===== config.mk =====
export PLATFORM = sky130hd
export DESIGN_NAME = mem_arbiter_flat
export DESIGN_NICKNAME = d
export VERILOG_FILES = /design/src/rtl/mem_arbiter_if.sv /design/src/rtl/mem_arbiter.sv /design/src/flat_wrapper.sv
export SDC_FILE = /design/constraint.sdc
export NUM_CORES = 1
export LEC_CHECK = 0
export CAP_MARGIN = 5
export CORE_MARGIN = 10
export CORE_UTILIZATION = 21
export CTS_CLUSTER_DIAMETER = 120
export DETAILED_ROUTE_END_ITERATION = 10
export HOLD_SLACK_MARGIN = 0.15
export PLACE_DENSITY_LB_ADDON = 0.3
export SLEW_MARGIN = 5
export SYNTH_ARGS = -nofsm -noshare
export SYNTH_HDL_FRONTEND = slang
export SYNTH_SLANG_ARGS = --single-unit
export TNS_END_PERCENT = 1

===== constraint.sdc =====
create_clock -name clk -period 1.55 [get_ports clk]
set_input_delay 0.31 -clock clk [delete_from_list [all_inputs] [get_ports clk]]
set_output_delay 0.31 -clock clk [all_outputs]
set_load 0.03 [all_outputs]

===== src/rtl/mem_arbiter_if.sv =====
// Bus bundle between the two cache refill paths, the arbiter and the main-memory port.
// The arbiter uses the slave modport; the caches and memory model drive through master.
interface mem_arbiter_if #(
    parameter int ADDR_W = 32,
    parameter int DATA_W = 32
);
    logic              ic_req_valid;
    logic              ic_req_ready;
    logic [ADDR_W-1:0] ic_req_addr;
    logic              ic_resp_valid;

    logic              dc_req_valid;
    logic              dc_req_ready;
    logic              dc_req_rw;
    logic [ADDR_W-1:0] dc_req_addr;
    logic              dc_wdata_valid;
    logic              dc_wdata_ready;
    logic [DATA_W-1:0] dc_wdata;
    logic              dc_resp_valid;

    logic [DATA_W-1:0] resp_data;

    logic              mem_req_valid;
    logic              mem_req_ready;
    logic              mem_req_rw;
    logic [ADDR_W-1:0] mem_req_addr;
    logic              mem_wdata_valid;
    logic              mem_wdata_ready;
    logic [DATA_W-1:0] mem_wdata;
    logic              mem_resp_valid;
    logic [DATA_W-1:0] mem_resp_data;

    modport slave (
        input  ic_req_valid, ic_req_addr,
        input  dc_req_valid, dc_req_rw, dc_req_addr, dc_wdata_valid, dc_wdata,
        input  mem_req_ready, mem_wdata_ready, mem_resp_valid, mem_resp_data,
        output ic_req_ready, ic_resp_valid,
        output dc_req_ready, dc_wdata_ready, dc_resp_valid,
        output resp_data,
        output mem_req_valid, mem_req_rw, mem_req_addr, mem_wdata_valid, mem_wdata
    );

    modport master (
        output ic_req_valid, ic_req_addr,
        output dc_req_valid, dc_req_rw, dc_req_addr, dc_wdata_valid, dc_wdata,
        output mem_req_ready, mem_wdata_ready, mem_resp_valid, mem_resp_data,
        input  ic_req_ready, ic_resp_valid,
        input  dc_req_ready, dc_wdata_ready, dc_resp_valid,
        input  resp_data,
        input  mem_req_valid, mem_req_rw, mem_req_addr, mem_wdata_valid, mem_wdata
    );
endinterface


===== src/rtl/mem_arbiter.sv =====
// Shares the main-memory port between icache refills and dcache refills/writebacks.
// Define MEM_ARB_RR_EN for round-robin tie-breaking; otherwise dcache has fixed priority.
module mem_arbiter #(
    parameter int ADDR_W = 32,
    parameter int DATA_W = 32,
    parameter int BEATS  = 4
) (
    input  logic           clk,
    input  logic           reset,
    mem_arbiter_if.slave   bus,
    output logic           busy
);

    localparam int CNT_W = $clog2(BEATS) + 1;
    localparam logic [CNT_W-1:0] LAST_BEAT = CNT_W'(BEATS - 1);

    localparam logic [1:0] ST_IDLE  = 2'd0;
    localparam logic [1:0] ST_ADDR  = 2'd1;
    localparam logic [1:0] ST_WDATA = 2'd2;
    localparam logic [1:0] ST_RDATA = 2'd3;

    localparam logic OWN_IC = 1'b0;
    localparam logic OWN_DC = 1'b1;

    logic [1:0]        state;
    logic              owner;
    logic [CNT_W-1:0]  beat_cnt;
    logic              grant_dc;
    logic              beat_xfer;
    logic              owner_is_write;
    logic [ADDR_W-1:0] owner_addr;
    logic [DATA_W-1:0] wr_beat;
    logic [DATA_W-1:0] rd_beat;

`ifdef MEM_ARB_RR_EN
    logic last_grant;

    // On a tie the requester that did not win last time gets the port.
    always_comb begin
        grant_dc = bus.dc_req_valid && (!bus.ic_req_valid || last_grant == OWN_IC);
    end
`else
    always_comb begin
        grant_dc = bus.dc_req_valid;
    end
`endif

    // Requesters hold address/rw until accepted, so no local copy is needed.
    assign owner_addr     = (owner == OWN_DC) ? bus.dc_req_addr : bus.ic_req_addr;
    assign owner_is_write = (owner == OWN_DC) && bus.dc_req_rw;

    assign wr_beat       = bus.dc_wdata;
    assign bus.mem_wdata = wr_beat;
    assign rd_beat       = bus.mem_resp_data;
    assign bus.resp_data = rd_beat;

    assign busy = (state != ST_IDLE);

    always_comb begin
        bus.mem_req_valid   = 1'b0;
        bus.mem_req_rw      = 1'b0;
        bus.mem_req_addr    = '0;
        bus.ic_req_ready    = 1'b0;
        bus.dc_req_ready    = 1'b0;
        bus.mem_wdata_valid = 1'b0;
        bus.dc_wdata_ready  = 1'b0;
        bus.ic_resp_valid   = 1'b0;
        bus.dc_resp_valid   = 1'b0;
        beat_xfer           = 1'b0;
        case (state)
            ST_ADDR: begin
                bus.mem_req_valid = 1'b1;
                bus.mem_req_rw    = owner_is_write;
                bus.mem_req_addr  = owner_addr;
                bus.ic_req_ready  = bus.mem_req_ready && (owner == OWN_IC);
                bus.dc_req_ready  = bus.mem_req_ready && (owner == OWN_DC);
            end
            ST_WDATA: begin
                bus.mem_wdata_valid = bus.dc_wdata_valid;
                bus.dc_wdata_ready  = bus.mem_wdata_ready;
                beat_xfer           = bus.dc_wdata_valid && bus.mem_wdata_ready;
            end
            ST_RDATA: begin
                bus.ic_resp_valid = bus.mem_resp_valid && (owner == OWN_IC);
                bus.dc_resp_valid = bus.mem_resp_valid && (owner == OWN_DC);
                beat_xfer         = bus.mem_resp_valid;
            end
            default: ;
        endcase
    end

    // Returning to IDLE after the last beat gives one bubble before the next grant.
    always_ff @(posedge clk) begin
        if (reset) begin
            state    <= ST_IDLE;
            owner    <= OWN_IC;
            beat_cnt <= '0;
`ifdef MEM_ARB_RR_EN
            last_grant <= OWN_IC;
`endif
        end else begin
            case (state)
                ST_IDLE: begin
                    if (bus.ic_req_valid || bus.dc_req_valid) begin
                        owner <= grant_dc ? OWN_DC : OWN_IC;
                        state <= ST_ADDR;
`ifdef MEM_ARB_RR_EN
                        last_grant <= grant_dc ? OWN_DC : OWN_IC;
`endif
                    end
                end
                ST_ADDR: begin
                    if (bus.mem_req_ready) begin
                        state <= owner_is_write ? ST_WDATA : ST_RDATA;
                    end
                end
                default: begin
                    if (beat_xfer) begin
                        if (beat_cnt == LAST_BEAT) begin
                            beat_cnt <= '0;
                            state    <= ST_IDLE;
                        end else begin
                            beat_cnt <= beat_cnt + 1'b1;
                        end
                    end
                end
            endcase
        end
    end

endmodule


===== src/flat_wrapper.sv =====
// flat-port wrapper written by rule: the top's interface ports become plain ports
module mem_arbiter_flat 
#(
    parameter int ADDR_W = 32,
    parameter int DATA_W = 32,
    parameter int BEATS  = 4
)
  (clk, reset, busy, bus_ic_req_valid, bus_ic_req_addr, bus_dc_req_valid, bus_dc_req_rw, bus_dc_req_addr, bus_dc_wdata_valid, bus_dc_wdata, bus_mem_req_ready, bus_mem_wdata_ready, bus_mem_resp_valid, bus_mem_resp_data, bus_ic_req_ready, bus_ic_resp_valid, bus_dc_req_ready, bus_dc_wdata_ready, bus_dc_resp_valid, bus_resp_data, bus_mem_req_valid, bus_mem_req_rw, bus_mem_req_addr, bus_mem_wdata_valid, bus_mem_wdata);
  mem_arbiter_if #(.ADDR_W(ADDR_W), .DATA_W(DATA_W)) bus_i ();
  input  logic clk;
  input  logic reset;
  output logic busy;
  input wire logic [$bits(bus_i.ic_req_valid)-1:0] bus_ic_req_valid;
  input wire logic [$bits(bus_i.ic_req_addr)-1:0] bus_ic_req_addr;
  input wire logic [$bits(bus_i.dc_req_valid)-1:0] bus_dc_req_valid;
  input wire logic [$bits(bus_i.dc_req_rw)-1:0] bus_dc_req_rw;
  input wire logic [$bits(bus_i.dc_req_addr)-1:0] bus_dc_req_addr;
  input wire logic [$bits(bus_i.dc_wdata_valid)-1:0] bus_dc_wdata_valid;
  input wire logic [$bits(bus_i.dc_wdata)-1:0] bus_dc_wdata;
  input wire logic [$bits(bus_i.mem_req_ready)-1:0] bus_mem_req_ready;
  input wire logic [$bits(bus_i.mem_wdata_ready)-1:0] bus_mem_wdata_ready;
  input wire logic [$bits(bus_i.mem_resp_valid)-1:0] bus_mem_resp_valid;
  input wire logic [$bits(bus_i.mem_resp_data)-1:0] bus_mem_resp_data;
  output wire logic [$bits(bus_i.ic_req_ready)-1:0] bus_ic_req_ready;
  output wire logic [$bits(bus_i.ic_resp_valid)-1:0] bus_ic_resp_valid;
  output wire logic [$bits(bus_i.dc_req_ready)-1:0] bus_dc_req_ready;
  output wire logic [$bits(bus_i.dc_wdata_ready)-1:0] bus_dc_wdata_ready;
  output wire logic [$bits(bus_i.dc_resp_valid)-1:0] bus_dc_resp_valid;
  output wire logic [$bits(bus_i.resp_data)-1:0] bus_resp_data;
  output wire logic [$bits(bus_i.mem_req_valid)-1:0] bus_mem_req_valid;
  output wire logic [$bits(bus_i.mem_req_rw)-1:0] bus_mem_req_rw;
  output wire logic [$bits(bus_i.mem_req_addr)-1:0] bus_mem_req_addr;
  output wire logic [$bits(bus_i.mem_wdata_valid)-1:0] bus_mem_wdata_valid;
  output wire logic [$bits(bus_i.mem_wdata)-1:0] bus_mem_wdata;
  assign bus_i.ic_req_valid = bus_ic_req_valid;
  assign bus_i.ic_req_addr = bus_ic_req_addr;
  assign bus_i.dc_req_valid = bus_dc_req_valid;
  assign bus_i.dc_req_rw = bus_dc_req_rw;
  assign bus_i.dc_req_addr = bus_dc_req_addr;
  assign bus_i.dc_wdata_valid = bus_dc_wdata_valid;
  assign bus_i.dc_wdata = bus_dc_wdata;
  assign bus_i.mem_req_ready = bus_mem_req_ready;
  assign bus_i.mem_wdata_ready = bus_mem_wdata_ready;
  assign bus_i.mem_resp_valid = bus_mem_resp_valid;
  assign bus_i.mem_resp_data = bus_mem_resp_data;
  assign bus_ic_req_ready = bus_i.ic_req_ready;
  assign bus_ic_resp_valid = bus_i.ic_resp_valid;
  assign bus_dc_req_ready = bus_i.dc_req_ready;
  assign bus_dc_wdata_ready = bus_i.dc_wdata_ready;
  assign bus_dc_resp_valid = bus_i.dc_resp_valid;
  assign bus_resp_data = bus_i.resp_data;
  assign bus_mem_req_valid = bus_i.mem_req_valid;
  assign bus_mem_req_rw = bus_i.mem_req_rw;
  assign bus_mem_req_addr = bus_i.mem_req_addr;
  assign bus_mem_wdata_valid = bus_i.mem_wdata_valid;
  assign bus_mem_wdata = bus_i.mem_wdata;
  mem_arbiter #(.ADDR_W(ADDR_W), .DATA_W(DATA_W), .BEATS(BEATS)) u_core (.clk(clk), .reset(reset), .bus(bus_i), .busy(busy));
endmodule

==> metrics.cfg, run 1 <==
[outcome]
outcome = completed

[critical_path]
arrival_ns = 1.20
cp_max_fo = 18
crit_path_end_kind = primary output
worstSetupPathType = reg -> out
cp-start-kind = flip-flop
timing.rr.start = u_core.state[0]
critPathLaunch = u_core.owner
worstPathRequired_ns = 1.24

[clocking]
cts_hold_buffers = 0
ctsRootBufferMaster = clkbuf_8
postCtsSetupRepairBufs = 0
cts_made_buffers = 3
clk_pin_slew_ns = 0.04
cts.htree.levels = 1
clockBufferDepth = 2
cts.sinks = 6
clock_latency_ns = 0.22
cts_tree = yes

[sta]
max_freq_mhz = 661
slew_viol_final = 0
fin_skew_ns = 0.00276
fin_crit_sh_pct = 97.6
min_period_ns = 1.51
slew_headroom_pct = 80.9
finalHoldViolCount = 0
tightest_slew_ns = 0.285
setup_ws_ns = 0.0374
rsz0062_at_grt = yes
setup-violations-final = 0

[synthesis]
avgSynthCellArea_um2 = 7.40
yosysSeqAreaShare_pct = 8.82
synthCells = 184
synth-async-reset-ratio_pct = 0
synth_edf_count = 0
synth_nets = 322
ys_warn_count = 0
synth_top_cell_by_area = buf_4
ys.flop_type = dfxtp_1
yosys_register_bits = 6
mappedNetlistArea_mm2 = 0.00136
synth_area_leaders = buf_4 (36%), mux2i_1 (24%), nor2_1 (9.9%)
synthDistinctLibCells = 27
synth_top_cell_area_share_pct = 36.4

[flow_run]
cap_violations = 0

[placed_design]
dp_cells = 314
post-dp-hpwl_mm = 4.23
place_ws_ns = -0.0369
port_buffers = 113
routabilityCongestion = 0.704

[hold_path]
hp-start = u_core.beat_cnt[2]
hp-class = reg -> reg

[global_route]
antenna_found_initial = 0
grt_max_degree = 27
grt_overflow = 0
grt_pass1_wl_mm = 7.25
grt_pass1_vias = 1373
grt_usage_pct = 8.60

[power_and_ir_drop]
power_density_mw_per_mm2 = 640
p_leak_nw = 0.943
peakVddDrop_mv = 0.389

[floorplanning]
die_x_um = 101
die_h_um = 101
io-pin-count = 242
core-area_mm2 = 0.00631
initial_core_util_pct = 21.6
fp.dieArea_mm2 = 0.0101
num_rows = 29

[final_layout]
drive_gt1_share_pct = 29.6
diodes = 0
layout.nets = 380
final_cells = 317
areaGrowthSynthToFinish_pct = 61.6

[detailed_routing]
antenna_left = 0
vias_per_cell = 4.17
dr_total_vias = 1323
wl_mm = 4.91
remaining_drc_errors = 0
firstDrtPassIters = 4
wl_per_cell_um = 15.5
first_iter_violations = 13

## routing by layer
metal  wire length, um  share of wire (%)  global-route usage (%)  up-vias
li1                  -                  -                       -      655
met2              2400                 49                    14.6       83
met4               125                2.5                    3.48        0
met3               548                 11                    3.57       20
met1              1840                 37                    9.21      565
met5                 0                  0                       0        -
## report_power, final
part / internal [W] / switching (W) / total (W)
Sequential: 0.000167 / 0.0000105 / 0.000177
Clock: 0.000167 / 0.0000707 / 0.000238
Combinational: 0.000490 / 0.000503 / 0.000992
## synthesized netlist by cell type, types with 2 or more instances
cell type / instances
a211o_1: 2
a21oi_1: 5
buf_2: 4
buf_4: 66
clkbuf_4: 2
dfxtp_1: 6
inv_1: 4
mux2i_1: 32
nand2_1: 7
nand3_1: 2
nor2_1: 36
nor3_1: 2
nor3b_1: 2
## through the flow
| stage | hold slack (ns) | TNS, ns | cell area (um2) | total power (W) | utilization (%) |
|---|---|---|---|---|---|
| 2_1_floorplan | 0.379 | 0 | 1370 | 0.000991 | - |
| 3_3_place_gp | 0.440 | -0.0331 | 2120 | 0.00117 | 33.6 |
| 3_5_place_dp | 0.445 | -0.0449 | 2120 | 0.00118 | 33.6 |
| 4_1_cts | 0.454 | -0.00821 | 2170 | 0.00142 | 34.4 |
| 5_1_grt | 0.489 | -0.422 | 2200 | 0.00149 | 34.8 |
| 6_report | 0.455 | 0 | 2200 | 0.00141 | 34.8 |
## worst max-delay path: stages, from the launching register on
cell and delay [ns]:
dfxtp_4 0.37, buf_12 0.18, mux2i_1 0.20, nor2_1 0.06
buf_4 0.16
## state kept, by name (all words and copies together) (netlist names)
name / cells
u_core.beat_cnt: 3
u_core.state: 2
u_core.owner: 1
## worst paths after layout
check | cells past startpoint | slack [ns] | endpoint
worst min-delay path | 2 | 0.46 | u_core.beat_cnt[2]
worst max-delay path | 4 | 0.04 | bus_mem_req_addr[14]
worst max register to register | 5 | 0.32 | u_core.beat_cnt[1]
worst min register to register | 2 | 0.46 | u_core.beat_cnt[2]
## placed cells by master, fill, tap and decap left out, drive strengths merged
cell type,instances
a211o,2
a21o,1
a21oi,5
a221o,1
a311oi,1
buf,54
clkbuf,3
clkdlybuf4s50,69
dfxtp,6
dlygate4sd2,1
dlymetal6s2s,2
ha,1
inv,5
mux2i,32
nand2,7
nand2b,1
nand3,3
nand4b,1
nor2,36
nor2b,1
nor3,2
nor3b,2
o21ai,1
o31ai,1
o32ai,1
or2b,1
## area by class of cell
class	instances	area [um2]
fill	677	4110
timing repair buffer	126	1210
multi-input combinational	100	711
sequential	6	124
tap	77	96.3
clock buffer	3	41.3
inverter	5	18.8
## logic make-up after synthesis
kind of cell	after synthesis	synth area share, %
compound gates	13	6.62
fa+ha+maj	1	0.919
buf+inv	78	41.2
flops	6	8.82
mux	32	23.5
simple gates	54	18.9
## timing repair
| action | in CTS | in global routing |
|---|---|---|
| setup endpoints to repair | 4 | 39 |
| pin swaps | 0 | 1 |
| resized for setup | 4 | 10 |
(Power assumes the default switching activity.)
==> run 2, diff against run 1 <==
--- a/config.mk
+++ b/config.mk
@@ -10,8 +10,10 @@
 export CORE_UTILIZATION = 21
 export CTS_CLUSTER_DIAMETER = 120
 export DETAILED_ROUTE_END_ITERATION = 10
-export HOLD_SLACK_MARGIN = 0.15
+export HOLD_SLACK_MARGIN = 0.12
 export PLACE_DENSITY_LB_ADDON = 0.3
+export REMOVE_ABC_BUFFERS = 1
+export SKIP_CTS_REPAIR_TIMING = 1
 export SLEW_MARGIN = 5
 export SYNTH_ARGS = -nofsm -noshare
 export SYNTH_HDL_FRONTEND = slang
==> metrics.cfg, run 2 (same netlist as run 1, synthesis figures left out) <==
[outcome]
outcome = finished with violations  ; was completed
violations = negative setup slack

[sta]
slew_viol_final = 0  ; unchanged
tightest_slew_ns = 0.310  ; was 0.285 ns
fin_crit_sh_pct = 103  ; was 97.6%
max_freq_mhz = 628  ; was 661 MHz
setup_ws_ns = -0.0411  ; was 0.0374 ns
slew_headroom_pct = 79.3  ; was 80.9%
fin_skew_ns = 0.000161  ; was 0.00276 ns
min_period_ns = 1.59  ; was 1.51 ns
finalHoldViolCount = 0  ; unchanged
setup-violations-final = 28  ; was 0
rsz0062_at_grt = yes  ; unchanged

[critical_path]
crit_path_end_kind = primary output  ; unchanged
cp-start-kind = input port  ; was flip-flop
arrival_ns = 1.28  ; was 1.20 ns
worstSetupPathType = in -> out  ; was reg -> out
worstPathRequired_ns = 1.24  ; about the same
cp_max_fo = 3  ; was 18

[final_layout]
final_common_cell = clkdlybuf4s50_1  ; unchanged
fill_cells = 699  ; was 677
areaGrowthSynthToFinish_pct = 64.1  ; was 61.6%
top_regs = u_core.beat_cnt (3), u_core.state (2), u_core.owner (1)  ; unchanged
largest-register = u_core.beat_cnt  ; unchanged
diodes = 0  ; unchanged
final_area_mm2 = 0.00223  ; was 0.00220 mm2
layout.nets = 381  ; was 380
drive_gt1_share_pct = 27.4  ; was 29.6%
largest_reg_flops = 3  ; unchanged
mostFrequentLayoutCells = clkdlybuf4s50_1 (70), buf_4 (46), nor2_1 (35)  ; was clkdlybuf4s50_1 (69), buf_4 (47), mux2i_1 (32), nor2_1 (32), buf_12 (6)

[placed_design]
routabilityCongestion = 0.856  ; was 0.704
place_area_mm2 = 0.00212  ; unchanged
post-dp-hpwl_mm = 9.89  ; was 4.23 mm
port_buffers = 113  ; unchanged
place_ws_ns = -0.0359  ; was -0.0369 ns

[flow_run]
cap_violations = 0  ; unchanged

[clocking]
clockBufferDepth = 2  ; unchanged
cts_made_buffers = 3  ; unchanged
cts.sinks = 6  ; unchanged
cts_tree = yes  ; unchanged
clk_pin_slew_ns = 0.04  ; about the same
cts.htree.levels = 1  ; unchanged
ctsRootBufferMaster = clkbuf_8  ; unchanged
clock_latency_ns = 0.22  ; about the same

[floorplanning]
initial_core_util_pct = 21.6  ; unchanged
io-pin-count = 242  ; unchanged
die_x_um = 101  ; unchanged
die_h_um = 101  ; unchanged
fp.dieArea_mm2 = 0.0101  ; unchanged
num_rows = 29  ; unchanged
core-area_mm2 = 0.00631  ; unchanged

[power_and_ir_drop]
switching_power_w = 0.000596  ; was 0.000584 W
internal_power_w = 0.000839  ; was 0.000823 W
sequentialPowerShare_pct = 12.9  ; was 12.6%
power_density_mw_per_mm2 = 642  ; was 640 mW/mm2
peakVddDrop_mv = 0.199  ; was 0.389 mV
clkPwrFrac_pct = 16.3  ; was 16.9%
p_leak_nw = 0.958  ; was 0.943 nW
switching_share_pct = 41.5  ; about the same
p_comb_share_pct = 70.8  ; was 70.5%

[detailed_routing]
first_iter_violations = 25  ; was 13
wl_per_cell_um = 33.3  ; was 15.5 um
antenna_left = 0  ; unchanged
remaining_drc_errors = 0  ; unchanged
firstDrtPassIters = 4  ; unchanged
wl_mm = 10.6  ; was 4.91 mm
dr_total_vias = 1426  ; was 1323
vias_per_cell = 4.48  ; was 4.17

[hold_path]
hp-class = reg -> reg  ; unchanged

[global_route]
grt_overflow = 0  ; unchanged
grt_usage_pct = 19.2  ; was 8.60%
grt_max_degree = 35  ; was 27
grt_pass1_vias = 1495  ; was 1373
antenna_found_initial = 0  ; unchanged
grt_pass1_wl_mm = 13.3  ; was 7.25 mm

run 2: worst max-delay path: stages:
cell,delay [ns]
clkdlybuf4s50_1,0.55
nor3b_1,0.22
buf_4,0.20
run 2: power groups by stage:
stage | clock (W) | sequential (W) | combinational, W
6_report | 0.000234 | 0.000184 | 0.00102
5_1_grt | 0.000252 | 0.000187 | 0.00108
4_1_cts | 0.000237 | 0.000183 | 0.00100
3_5_place_dp | 0 | 0.000186 | 0.000997
3_3_place_gp | 0 | 0.000186 | 0.000994
2_1_floorplan | 0 | 0.000219 | 0.000435
run 2: layer usage:
| metal | vias to the layer above | share of wire, % | global-route usage (%) |
|---|---|---|---|
| li1 | 655 | - | - |
| met1 | 582 | 17 | 9.09 |
| met2 | 187 | 47 | 31.9 |
| met5 | - | 0 | 0 |
| met3 | 2 | 36 | 32.2 |
| met4 | 0 | 0.29 | 2.28 |
run 2: area by class of cell:
| cell class | count | area (um2) | share of cell area, % |
|---|---|---|---|
| clock buffers | 3 | 41.3 | 1.85 |
| inverters | 5 | 18.8 | 0.840 |
| multi-input cells | 100 | 702 | 31.4 |
| flip-flops and latches | 6 | 124 | 5.55 |
| well taps | 77 | 96.3 | 4.31 |
| repair buffers | 127 | 1250 | 56.0 |
run 2: metrics by stage:
stage | hold slack, ns | power, W | instances | setup TNS [ns] | util, %
5_1_grt | 0.486 | 0.00152 | 318 | -2.74 | 35.4
6_report | 0.450 | 0.00143 | 318 | -0.502 | 35.4
3_3_place_gp | 0.435 | 0.00118 | 313 | -0.0379 | 33.6
2_1_floorplan | 0.379 | 0.000654 | 111 | -27.71 | -
3_5_place_dp | 0.445 | 0.00118 | 313 | -0.0731 | 33.6
4_1_cts | 0.453 | 0.00142 | 316 | -3.71 | 34.3
run 2: final timing paths:
check / from / endpoint / slack, ns / depth (start not counted)
worst max-delay path: bus_dc_wdata_valid / bus_mem_wdata_valid / -0.04 / 3
worst min-delay path: u_core.beat_cnt[2] / u_core.beat_cnt[2] / 0.45 / 2
worst max register to register: u_core.state[1] / u_core.beat_cnt[1] / 0.31 / 5
worst min register to register: u_core.beat_cnt[2] / u_core.beat_cnt[2] / 0.45 / 2
